==> config.mk <==
export PLATFORM = sky130hd
export DESIGN_NAME = byte_stream_filler
export DESIGN_NICKNAME = d
export VERILOG_FILES = /design/src/rtl/byte_fill_pkg.sv /design/src/rtl/byte_fifo.sv /design/src/rtl/byte_stream_filler.sv
export SDC_FILE = /design/constraint.sdc
export NUM_CORES = 1
export LEC_CHECK = 0
export ABC_CLOCK_PERIOD_IN_PS = 2150
export CAP_MARGIN = 25
export CELL_PAD_IN_SITES_DETAIL_PLACEMENT = 1
export CELL_PAD_IN_SITES_GLOBAL_PLACEMENT = 1
export CORE_ASPECT_RATIO = 1.2
export CORE_MARGIN = 2
export CORE_UTILIZATION = 40
export DETAILED_ROUTE_END_ITERATION = 16
export HOLD_SLACK_MARGIN = 0.1
export PLACE_DENSITY_LB_ADDON = 0.1
export SYNTH_ARGS = -nofsm -noshare
export SYNTH_HDL_FRONTEND = slang
export SYNTH_SLANG_ARGS = --single-unit
export TNS_END_PERCENT = 20
==> constraint.sdc <==
create_clock -name clk -period 2.15 [get_ports clk]
set_input_delay 0.3225 -clock clk [delete_from_list [all_inputs] [get_ports clk]]
set_output_delay 0.3225 -clock clk [all_outputs]
set_load 0.1 [all_outputs]
==> src/rtl/byte_fill_pkg.sv <==
`default_nettype none
// ============================================================================
// Module      : byte_fill_pkg
// Description : Shared definitions for the byte stream filler. It holds the
//               filler state encoding and the default fill byte.
// Revision    : 1.0 - initial release
// ============================================================================
package byte_fill_pkg;

    // Filler FSM states. FILL is the reset state.
    typedef enum logic [0:0] {
        ST_FILL   = 1'b0,
        ST_STREAM = 1'b1
    } fill_state_t;

    // Byte emitted whenever no real data is being streamed.
    localparam logic [7:0] DEFAULT_IDLE_BYTE = 8'h00;

endpackage
`default_nettype wire

==> src/rtl/byte_fifo.sv <==
`default_nettype none
// ============================================================================
// Module      : byte_fifo
// Description : Byte FIFO with a DEPTH-entry store, wrapping read and write
//               pointers, and an occupancy count. The head is read
//               combinationally from storage and has no output register.
// Ports       : clk, rst (async, active-high)
//               push, push_data  - write one byte at the tail
//               pop              - retire the head entry
//               head             - current head byte (valid when count != 0)
//               count            - occupancy, 0..DEPTH
// Revision    : 1.0 - initial release
// ============================================================================
module byte_fifo #(
    parameter int DEPTH = 8
) (
    input  logic                     clk,
    input  logic                     rst,
    input  logic                     push,
    input  logic [7:0]               push_data,
    input  logic                     pop,
    output logic [7:0]               head,
    output logic [$clog2(DEPTH):0]   count
);

    localparam int AW = $clog2(DEPTH);
    localparam logic [AW:0] DEPTH_C = (AW+1)'(DEPTH);

    logic [7:0]    r_mem [DEPTH];
    logic [AW-1:0] r_wr_ptr;
    logic [AW-1:0] r_rd_ptr;
    logic [AW:0]   r_count;

    logic w_push;
    logic w_pop;

    // Guard against overflow and underflow locally, so the storage stays
    // consistent even if a caller requests an illegal operation.
    assign w_push = push && (r_count != DEPTH_C);
    assign w_pop  = pop  && (r_count != '0);

    // Storage has no reset. Entries are only observed after they are
    // written.
    always_ff @(posedge clk) begin
        if (w_push) begin
            r_mem[r_wr_ptr] <= push_data;
        end
    end

    // DEPTH is a power of two, so the pointers wrap naturally.
    always_ff @(posedge clk or posedge rst) begin
        if (rst) begin
            r_wr_ptr <= '0;
            r_rd_ptr <= '0;
            r_count  <= '0;
        end else begin
            if (w_push) begin
                r_wr_ptr <= r_wr_ptr + 1'b1;
            end
            if (w_pop) begin
                r_rd_ptr <= r_rd_ptr + 1'b1;
            end
            case ({w_push, w_pop})
                2'b10:   r_count <= r_count + 1'b1;
                2'b01:   r_count <= r_count - 1'b1;
                default: r_count <= r_count;
            endcase
        end
    end

    assign head  = r_mem[r_rd_ptr];
    assign count = r_count;

endmodule
`default_nettype wire

==> src/rtl/byte_stream_filler.sv <==
`default_nettype none
// ============================================================================
// Module      : byte_stream_filler
// Description : Accepts bursty bytes over a valid/ready handshake and emits a
//               gap-free registered byte stream, one byte per clock. IDLE_BYTE
//               is inserted whenever no data is available. Streaming starts
//               only once START_THRESH bytes have accumulated, which acts as
//               a jitter buffer.
// Ports       : clk, rst (async, active-high)
//               in_data/in_valid/in_ready - input handshake
//               out_data, out_is_idle     - registered output stream
//               count                     - FIFO occupancy
//               underrun                  - 1-cycle pulse when STREAM ran dry
//               idle_count                - (BYTE_FILL_STATS_EN only)
//                                           saturating count of idle bytes
// Config      : define BYTE_FILL_STATS_EN to add the idle_count statistic.
// Revision    : 1.0 - initial release
// ============================================================================
module byte_stream_filler
    import byte_fill_pkg::*;
#(
    parameter int         DEPTH        = 8,
    parameter int         START_THRESH = 4,
    parameter logic [7:0] IDLE_BYTE    = DEFAULT_IDLE_BYTE
) (
    input  logic                     clk,
    input  logic                     rst,
    input  logic [7:0]               in_data,
    input  logic                     in_valid,
    output logic                     in_ready,
    output logic [7:0]               out_data,
    output logic                     out_is_idle,
    output logic [$clog2(DEPTH):0]   count,
    output logic                     underrun
`ifdef BYTE_FILL_STATS_EN
    ,
    output logic [15:0]              idle_count
`endif
);

    localparam int CW = $clog2(DEPTH) + 1;
    localparam logic [CW-1:0] DEPTH_C  = CW'(DEPTH);
    localparam logic [CW-1:0] THRESH_C = CW'(START_THRESH);

    fill_state_t   r_state;
    logic [7:0]    r_out_data;
    logic          r_out_is_idle;
    logic          r_underrun;

    logic [CW-1:0] w_count;
    logic [7:0]    w_head;
    logic          w_push;
    logic          w_pop;

    // in_ready depends on the registered count only. A pop on the same edge
    // never opens a slot early.
    assign in_ready = (w_count < DEPTH_C);
    assign w_push   = in_valid && in_ready;
    assign w_pop    = (r_state == ST_STREAM) && (w_count != '0);

    byte_fifo #(
        .DEPTH (DEPTH)
    ) u_fifo (
        .clk       (clk),
        .rst       (rst),
        .push      (w_push),
        .push_data (in_data),
        .pop       (w_pop),
        .head      (w_head),
        .count     (w_count)
    );

    // The threshold test uses the count from before this edge's push, so the
    // first real byte appears one edge after the threshold is reached.
    always_ff @(posedge clk or posedge rst) begin
        if (rst) begin
            r_state       <= ST_FILL;
            r_out_data    <= IDLE_BYTE;
            r_out_is_idle <= 1'b1;
            r_underrun    <= 1'b0;
        end else begin
            case (r_state)
                ST_FILL: begin
                    r_out_data    <= IDLE_BYTE;
                    r_out_is_idle <= 1'b1;
                    r_underrun    <= 1'b0;
                    if (w_count >= THRESH_C) begin
                        r_state <= ST_STREAM;
                    end
                end
                ST_STREAM: begin
                    if (w_pop) begin
                        r_out_data    <= w_head;
                        r_out_is_idle <= 1'b0;
                        r_underrun    <= 1'b0;
                    end else begin
                        r_out_data    <= IDLE_BYTE;
                        r_out_is_idle <= 1'b1;
                        r_underrun    <= 1'b1;
                        r_state       <= ST_FILL;
                    end
                end
                default: begin
                    r_state       <= ST_FILL;
                    r_out_data    <= IDLE_BYTE;
                    r_out_is_idle <= 1'b1;
                    r_underrun    <= 1'b0;
                end
            endcase
        end
    end

`ifdef BYTE_FILL_STATS_EN
    logic [15:0] r_idle_count;

    // An idle byte is driven on every edge that does not pop.
    always_ff @(posedge clk or posedge rst) begin
        if (rst) begin
            r_idle_count <= '0;
        end else if (!w_pop && (r_idle_count != 16'hFFFF)) begin
            r_idle_count <= r_idle_count + 16'd1;
        end
    end

    assign idle_count = r_idle_count;
`endif

    assign out_data    = r_out_data;
    assign out_is_idle = r_out_is_idle;
    assign count       = w_count;
    assign underrun    = r_underrun;

endmodule
`default_nettype wire

Word level (Yosys, flattened, before mapping)
Memories as Yosys holds them, arrays and structs flattened.
Cells that the tools add are included.
Word-level totals
  output and inout port bits: 15
  bits of input ports: 11
  RAM bits: 64
  register bits after elaboration: 21
  memory bits (read-only): 0
  latch bits: 0
  memories: 1
  logic and storage cells: 35
Memory list
  u_fifo.r_mem: depth 8, width 8, rd ports 1, clocked after Yosys merged registers in 0, write ports 1, RTL line byte_fifo.sv:29  | logic [7:0] r_mem [DEPTH];
Cells by class
  reduce and logical (&&, ||, !) cells: 6
  eq/ne operators: 3
  add/subtract/negate cells: 4
  muxes and demuxes: 11
  order comparisons: 2
  multipliers: 0
  div/mod/pow operators: 0
  shift-type cells: 0
  bitwise gates (word level): 1
Operators with widths (count)
  $pmux W8 S2: 1
  $mux W8: 1
  $pmux W4 S2: 1
  $add A3 B1 Y3 const B: 2
  $pmux W1 S2: 3
  $mux W1: 5
  $add A4 B1 Y4 const B: 1
  $ge A4 B3 Y1 const B: 1
  $logic_and A1 B1 Y1: 4
  $lt A4 B4 Y1 const B: 1
  $ne A4 B4 Y1 const B: 1
  $reduce_bool A4 Y1: 1
  $sub A4 B1 Y4 const B: 1
  $eq A2 B1 Y1 const B: 1
  $eq A2 B2 Y1 const B: 1
  $reduce_bool A2 Y1: 1
  $not A1 Y1: 1

Longest topological paths before layout
  depth after elaboration: 5
  mapped depth: 10
  mapped depth without buffers: 10

Modules after synthesis
A second synthesis with hierarchy kept.
Unflattened totals
  cell total of the unflattened synthesis: 191
  area, all modules: 3515.9 um2
By module, submodules not included
  byte_fifo: area an instance 3115.5 um2, instances 1, sequential area each 2172.1 um2, cells an instance 159
  byte_stream_filler: area an instance 400.4 um2, instances 1, sequential area each 276.5 um2, cells an instance 32

Worst setup path after synthesis
OpenSTA, ideal clock, no wires.
  path kind: flip-flop to flip-flop
  start: register u_fifo.r_count[0], in the netlist u_fifo.count[0]
  end: register u_fifo.r_count[2], in the netlist u_fifo.count[2]
  data required time: 1.985 ns
  arrival: 2.521 ns
  slack: -0.536 ns
  cell stages (with the launch flop): 11
  path through: dfrtp_1 -> nor4_2 -> nand2b_4 -> inv_4 -> ha_1 -> xor2_1 -> ha_1 -> a21oi_1 -> xor2_1 -> nor2_1 -> xor2_1
Between the ends
  cells in the longest elaborated chain, start to end: 5
  elaborated cells between the ends (all ways): 13
  those cells by class: add/sub (2); order compare (1); eq/ne (3); mux (1); reduce/logical (6)
Ends and longest elaborated chain
  from (decl): RTL line byte_fifo.sv:32  | logic [AW:0] r_count;
  from (signal assigned): RTL line byte_fifo.sv:64  | 2'b10: r_count <= r_count + 1'b1;
  from (signal assigned): RTL line byte_fifo.sv:65  | 2'b01: r_count <= r_count - 1'b1;
  from (signal assigned): RTL line byte_fifo.sv:66  | default: r_count <= r_count;
  $reduce_bool A4 Y1 (*): RTL line byte_fifo.sv:40, byte_stream_filler.sv:59
  $logic_and A1 B1 Y1: RTL line byte_stream_filler.sv:59  | assign w_pop = (r_state == ST_STREAM) && (w_count != '0);
  $logic_and A1 B1 Y1 (*): RTL line byte_fifo.sv:40  | assign w_pop = pop && (r_count != '0);
  named net u_fifo.w_pop: RTL line byte_fifo.sv:35  | logic w_pop;
  $eq A2 B1 Y1 or $eq A2 B2 Y1 (tied branches): RTL line byte_fifo.sv:63  | case ({w_push, w_pop})
  $pmux W4 S2 or $reduce_bool A2 Y1 (tied branches)
The timed path passes the listed nets; every way through them passes the cells marked *.
A chain may end at the register's enable or synchronous reset.

Worst setup path in the final report
  start: register u_fifo.r_count[3], in the netlist u_fifo.count[3]
  end: register u_fifo.r_count[2], in the netlist u_fifo.count[2]
The elaborated chain is that of the path after synthesis.

==> key figures <==
CTS
  • TritonCTS buffer count: 9
  • Skew-Pair Late Insertion Delay: 0.34 ns
  • Number of clock sinks: 85
  • Hold-fix buffers, CTS: 0
  • CTS tree: done
  • H-Tree Level Count: 3
  • Clock-pin transition on the worst setup and hold timing paths: 0.09 ns
  • Root buf cell: sky130_fd_sc_hd__clkbuf_8
  • Max clock buf depth: 2

Yosys
  • Fraction of the yosys area taken by sequential cells: 0.7452
  • Synthesized instance count: 168
  • Share of flip-flops with an asynchronous set or reset after synthesis: 0.2471
  • Post-synth top flop: sky130_fd_sc_hd__edfxtp_1
  • Combined area of all synthesized cells: 3286 um2
  • Total nets after synthesis: 184
  • Synthesized-area fraction occupied by ao, oa, aoi and oai cells: 0.02856
  • Mux share of post-synthesis cell area: 0.1165
  • Most frequent cell after synthesis: sky130_fd_sc_hd__edfxtp_1
  • Leading area contributor after synthesis: sky130_fd_sc_hd__edfxtp_1
  • Distinct cell type count after synthesis: 28
  • Most numerous cell types in the synthesized netlist: sky130_fd_sc_hd__edfxtp_1, sky130_fd_sc_hd__dfrtp_1, sky130_fd_sc_hd__mux4_2
  • Synthesized area per cell: 19.56 um2
  • Number of synthesized flops with an enable pin: 64
  • Yosys top cell area share: 0.5849
  • Ys Warns: 0
  • Fraction of the mapped netlist area in adder cells: 0.01904
  • Top cells by area, synth: sky130_fd_sc_hd__edfxtp_1, sky130_fd_sc_hd__dfrtp_1, sky130_fd_sc_hd__mux4_2
  • #FFs+latches synth: 85
  • Synthesized-area fraction occupied by xor and xnor cells: 0.02399
  • Simple-Gate Fraction of Synth Area: 0.04836
  • Main combinational cell family by area after synthesis: multiplexers

Die
  • Die outline width: 86.74 um
  • IO Pins: 26
  • Standard cell core area: around 8100 um2
  • Starting density of the core: 0.4075
  • Die ar.: roughly 9000 um2
  • Die Height: slightly above 100 um
  • Placement row count: 36

Detailed routing
  • Residual DRC: 0
  • Vias after detailed routing: 1662
  • Post-detailed-route count of antenna-violating nets: 0
  • Wire length reported by the detailed router: 6.754 mm
  • Routed WL per cell: 21.24 um
  • Number of DRC markers in iteration 0: 89
  • 1st-pass router iterations: 4
  • Via-to-Cell Ratio: around 5.2

Critical path
  • Critical Path RT: 2.37 ns
  • Cell Chain, Critical Path: nor4_4, nand2b_4, inv_6, ha_4, xor2_1, ha_2, a21oi_2, xor2_1, nor2_1, xor2_1
  • Critical setup path kind: flip-flop to flip-flop
  • Critical path's most frequent cell: sky130_fd_sc_hd__xor2_1
  • Crit path capture type: flip-flop
  • Largest stage delay on the critical path: 0.50 ns
  • Worst path arrival time: roughly 2.4 ns
  • Bufs and invs on worst path: 1
  • Cell family contributing the most delay on the critical path: simple AND/OR/NAND/NOR gates
  • Largest fanout of any net on the critical path: 6
  • Startpoint class of the critical path: flip-flop
  • Slowest CP cell: sky130_fd_sc_hd__dfrtp_4

Timing
  • Post-route minimum period: 2.145 ns
  • Aggregate negative setup slack: 0 ns
  • Final setup viols: 0
  • Max Clock Skew: roughly 0.010 ns
  • Max-Slew Margin vs Limit: 0.5000
  • Number of slew-limit violations in the final report: 0
  • Final hold violation count: 0
  • Actual transition at the worst max-transition pin: 0.7492 ns
  • RSZ-0062 raised after global routing: true
  • Fmax: between 400 and 500 MHz
  • Final worst path period share: 0.9974

Finish
  • Final core utilization: 0.4922
  • Area added between synthesis and finish: 20.79%
  • Antenna diodes: 0
  • Final nets: 234
  • Post-route non-filler standard cell count: 318
  • Proportion of layout cells with a drive suffix above 1: 0.3587

GRT
  • Largest net degree at the start of global routing: 19
  • Via count of the first global-routing pass: 1865
  • Antenna violations before repair: 0
  • Wire length of the first global-routing pass: 10.50 mm
  • Overall track demand over capacity in global routing: 0.1665
  • Total overflow reported by the global router: 0

Min path
  • Path class of the lowest-slack min-delay path: input port to asynchronous set/reset pin

Outcome
  • Run status: complete, no violations

Place
  • PortBufs: 25
  • Placed cell count: 301
  • Final HPWL DP: 4.395 mm
  • Gpl congestion: approximately 0.82

Run
  • Maximum capacitance violations: 0
-- logic make-up (layout without fill, tap and decap cells) --
group                      after synthesis  after routing
AOI/OAI and AO/OA                       12             12
xor gates and xnor gates                 9              9
adders and majority gates                5              5
buffers and inverters                    9             64
DFF                                     85             85
muxes                                   18             18
and+or+nand+nor                         30             30
-- layout make-up --
class	instances	area, um2
fillers	766	4094
flip-flops and latches	85	2461
well taps	95	118.9
inverters	4	20.02
clock buffers	10	137.6
clock inverters	6	71.32
multi-input cells	74	804.5
repair buffers	44	355.3
-- cells in the final DEF, fill, tap and decap left out, types with 2 or more instances in the layout --
cell type                          n
sky130_fd_sc_hd__a22o_1            8
sky130_fd_sc_hd__buf_4            34
sky130_fd_sc_hd__clkbuf_8         10
sky130_fd_sc_hd__clkdlybuf4s50_1  10
sky130_fd_sc_hd__clkinv_4          2
sky130_fd_sc_hd__dfrtp_1          16
sky130_fd_sc_hd__dfrtp_4           3
sky130_fd_sc_hd__edfxtp_1         64
sky130_fd_sc_hd__ha_1              3
sky130_fd_sc_hd__inv_1             3
sky130_fd_sc_hd__mux2_2            2
sky130_fd_sc_hd__mux4_2           16
sky130_fd_sc_hd__nand2_1           8
sky130_fd_sc_hd__nand2b_1          3
sky130_fd_sc_hd__nor2_1            8
sky130_fd_sc_hd__nor2b_1           2
sky130_fd_sc_hd__nor3_1            3
sky130_fd_sc_hd__xnor2_1           5
sky130_fd_sc_hd__xor2_1            4
-- per-stage QoR --
step | hold slack, ns | cell area [um2] | worst slack (ns)
CTS | 0.4183 | 3966 | 0.01105
detailed placement | 0.5048 | 3741 | -0.07651
global placement | 0.4779 | 3741 | 0.04236
global route | 0.4688 | 3969 | -0.1056
finish | 0.4024 | 3969 | 0.005484
floorplan | 0.2983 | 3317 | -0.09392
-- what timing repair did --
item	CTS	global route
buffers inserted	1	0
pin swaps	0	1
gates resized for setup	1	1
setup endpoints to repair	1	1
-- worst paths after layout --
check,start,end,slack (ns),depth (start not counted)
worst min-delay path,rst,out_data[7],0.40,2
worst min register to register,u_fifo.r_wr_ptr[2],u_fifo.r_wr_ptr[2],0.52,1
max in group asynchronous,rst,out_data[3],1.17,3
worst max-delay path,u_fifo.count[3],u_fifo.count[2],0.005,10
min in group clk,u_fifo.r_wr_ptr[2],u_fifo.r_wr_ptr[2],0.52,1
worst max register to register,u_fifo.count[3],u_fifo.count[2],0.005,10
-- worst register-to-register path, stage by stage (launching register included) --
cell and delay (ns):
sky130_fd_sc_hd__dfrtp_4 0.50, sky130_fd_sc_hd__nor4_4 0.28, sky130_fd_sc_hd__nand2b_4 0.19, sky130_fd_sc_hd__inv_6 0.05
sky130_fd_sc_hd__ha_4 0.17, sky130_fd_sc_hd__xor2_1 0.14, sky130_fd_sc_hd__ha_2 0.17, sky130_fd_sc_hd__a21oi_2 0.11
sky130_fd_sc_hd__xor2_1 0.17, sky130_fd_sc_hd__nor2_1 0.07, sky130_fd_sc_hd__xor2_1 0.17
-- metal layers --
layer / GRT usage / vias up / wire (um) / share of wire
met5: 0 / - / 0 / 0
met4: 0.06851 / 0 / 75 / 0.011
met3: 0.03492 / 8 / 245 / 0.036
met2: 0.2799 / 41 / 3545 / 0.52
met1: 0.2118 / 861 / 2887 / 0.43
li1: - / 752 / - / -
-- state kept, by name (all words and copies together), names as in the netlist --
| signal | cells |
|---|---|
| u_fifo.r_mem | 64 |
| u_fifo.r_rd_ptr | 3 |
| u_fifo.count | 4 |
| out_is_idle | 1 |
| underrun | 1 |
| u_fifo.r_wr_ptr | 3 |
| r_state | 1 |
| out_data | 8 |
Power is not shown: default switching activity piles up to over one toggle a cycle in this logic, so the estimate is an artifact.
==> edit, RTL diff (same flow settings) <==
`DEPTH` is set to 8 in 2 places; all go to 32.
--- a/src/rtl/byte_fifo.sv
+++ b/src/rtl/byte_fifo.sv
@@ -12,7 +12,7 @@
 // Revision    : 1.0 - initial release
 // ============================================================================
 module byte_fifo #(
-    parameter int DEPTH = 8
+    parameter int DEPTH = 32
 ) (
     input  logic                     clk,
     input  logic                     rst,
--- a/src/rtl/byte_stream_filler.sv
+++ b/src/rtl/byte_stream_filler.sv
@@ -19,7 +19,7 @@
 module byte_stream_filler
     import byte_fill_pkg::*;
 #(
-    parameter int         DEPTH        = 8,
+    parameter int         DEPTH        = 32,
     parameter int         START_THRESH = 4,
     parameter logic [7:0] IDLE_BYTE    = DEFAULT_IDLE_BYTE
 ) (
Ports: changed (resized count); port bits go from 26 to 28. The function was not compared with the original's and may differ.
==> edit against the unedited design <==
The run now ends with setup timing left. Sequential cell count grew 198. Worst setup slack lost 12 ps. Synthesized area grew to 3.5 times the old value. First-iteration DRC count grew to 3.8 times the old value. Cell area grew to 3.5 times the old value. Wire length grew to 4.1 times the old value. Critical endpoint is now u_fifo.count[5]$_DFFE_PP0P_. Largest cell class unchanged. Highest routed layer unchanged.
==> edit: results <==
[outcome]
status = finished with violations
violations = setup timing

[cells_and_area]
largest_register_ff_count = 256
nFillCells = 2634
nets = 747

[placed_design]
numPortBuffers = 27
place_ws_ps = -97.8
dp_hpwl_mm = 17.9
place_congestion = 0.780

[clock_network]
htreeDepth = 1
numCtsBuffers = 30
insertion_delay_ps = 550
path_clk_slew_ps = 60

[routing]
wire_per_inst_um = 24.5
initialDrtViolationCount = 336

[synth]
ys_types = 50
ys_seq_area_share_pct = 73.3
synth_edf_count = 256
async_flop_share_pct = 9.54
synth_xor_area_share_pct = 1.07
synthAdderAreaFrac_pct = 0.877
syn-num-nets = 635

[worst_setup_path]
path_max_fanout = 10
arrival_ps = 2590

[global_routing]
grt_pass1_vias = 6636

[timing]
setup_ws_ps = -6.98
finalSetupViolCount = 2
-- edit: cell types whose count changed after synthesis, sizes merged, moves of 18 or more --
cell / delta
nor2: +30
mux4: +26
buf: +19
mux2i: +46
edfxtp: +192
o21ai: +18
nand2: +28
-- edit: worst max-delay path, stage by stage (launching register included) --
cell	delay, ps
dfrtp_4	480
nor4_4	260
nand2_1	100
nand2_2	100
inv_4	50
ha_4	150
buf_4	160
nor2b_1	160
a221oi_1	300
a21oi_1	140
xnor2_1	140
-- edit: power by group --
group          switching (mW)  total (mW)  leakage, nW  internal [mW]
combinational            4.28        7.12         1.64           2.84
sequential              0.419        6.89         2.61           6.47
clock                    2.10        5.55        0.517           3.46
-- edit: repair_timing --
item	in CTS	in global routing
pin swaps	3	1
setup buffers	3	0
resized for setup	8	15
endpoints found under the setup margin	6	12
-- edit: per-layer routing --
metal  GRT usage (%)  share of wire, %
met1            24.7                42
met2            33.1                52
met3            2.59               4.3
met4            5.27               2.0
met5               0                 0
-- edit: final cells by class --
type / instances / area [µm²] / area share [%]
Inverter: 7 / 28.8 / 0.209
Multi-Input combinational cell: 290 / 2820 / 20.5
Tap cell: 379 / 474 / 3.44
Clock buffer: 36 / 795 / 5.76
Clock inverter: 18 / 268 / 1.94
Sequential cell: 283 / 8380 / 60.8
Timing Repair Buffer: 116 / 1020 / 7.39
-- edit: cell families after synthesis --
group / Yosys count
multiplexers: 89
buffers and inverters: 43
AO/OA/AOI/OAI: 79
AND/OR/NAND/NOR: 100
flip-flops: 283
XOR/XNOR: 14
adder cells (fa/ha/maj): 8
-- edit: path summary, 6_finish.rpt --
check                                            start                     endpoint  slack [ps]  depth (start not counted)
setup reg to reg           u_fifo.count[3]$_DFFE_PP0P_  u_fifo.count[5]$_DFFE_PP0P_          -7                         10
min in group clk                     r_state$_DFF_PP0_            r_state$_DFF_PP0_         550                          2
hold / removal                                     rst        out_data[2]$_DFF_PP0_         170                          3
hold reg to reg                      r_state$_DFF_PP0_            r_state$_DFF_PP0_         550                          2
max in group asynchronous                          rst  u_fifo.count[1]$_DFFE_PP0P_        1650                          3
setup / recovery           u_fifo.count[3]$_DFFE_PP0P_  u_fifo.count[5]$_DFFE_PP0P_          -7                         10
-- edit: per-stage QoR --
step           hold slack [ps]  total power [mW]  utilization, %  cells  instance area, µm²
2_1_floorplan              374              11.7               -    616               11500
3_3_place_gp               543              13.8            45.1   1072               12600
3_5_place_dp               543              13.9            45.1   1072               12600
4_1_cts                    164              19.6            49.1   1129               13700
5_1_grt                    196              20.4            49.3   1129               13800
6_report                   168              19.6            49.3   1129               13800
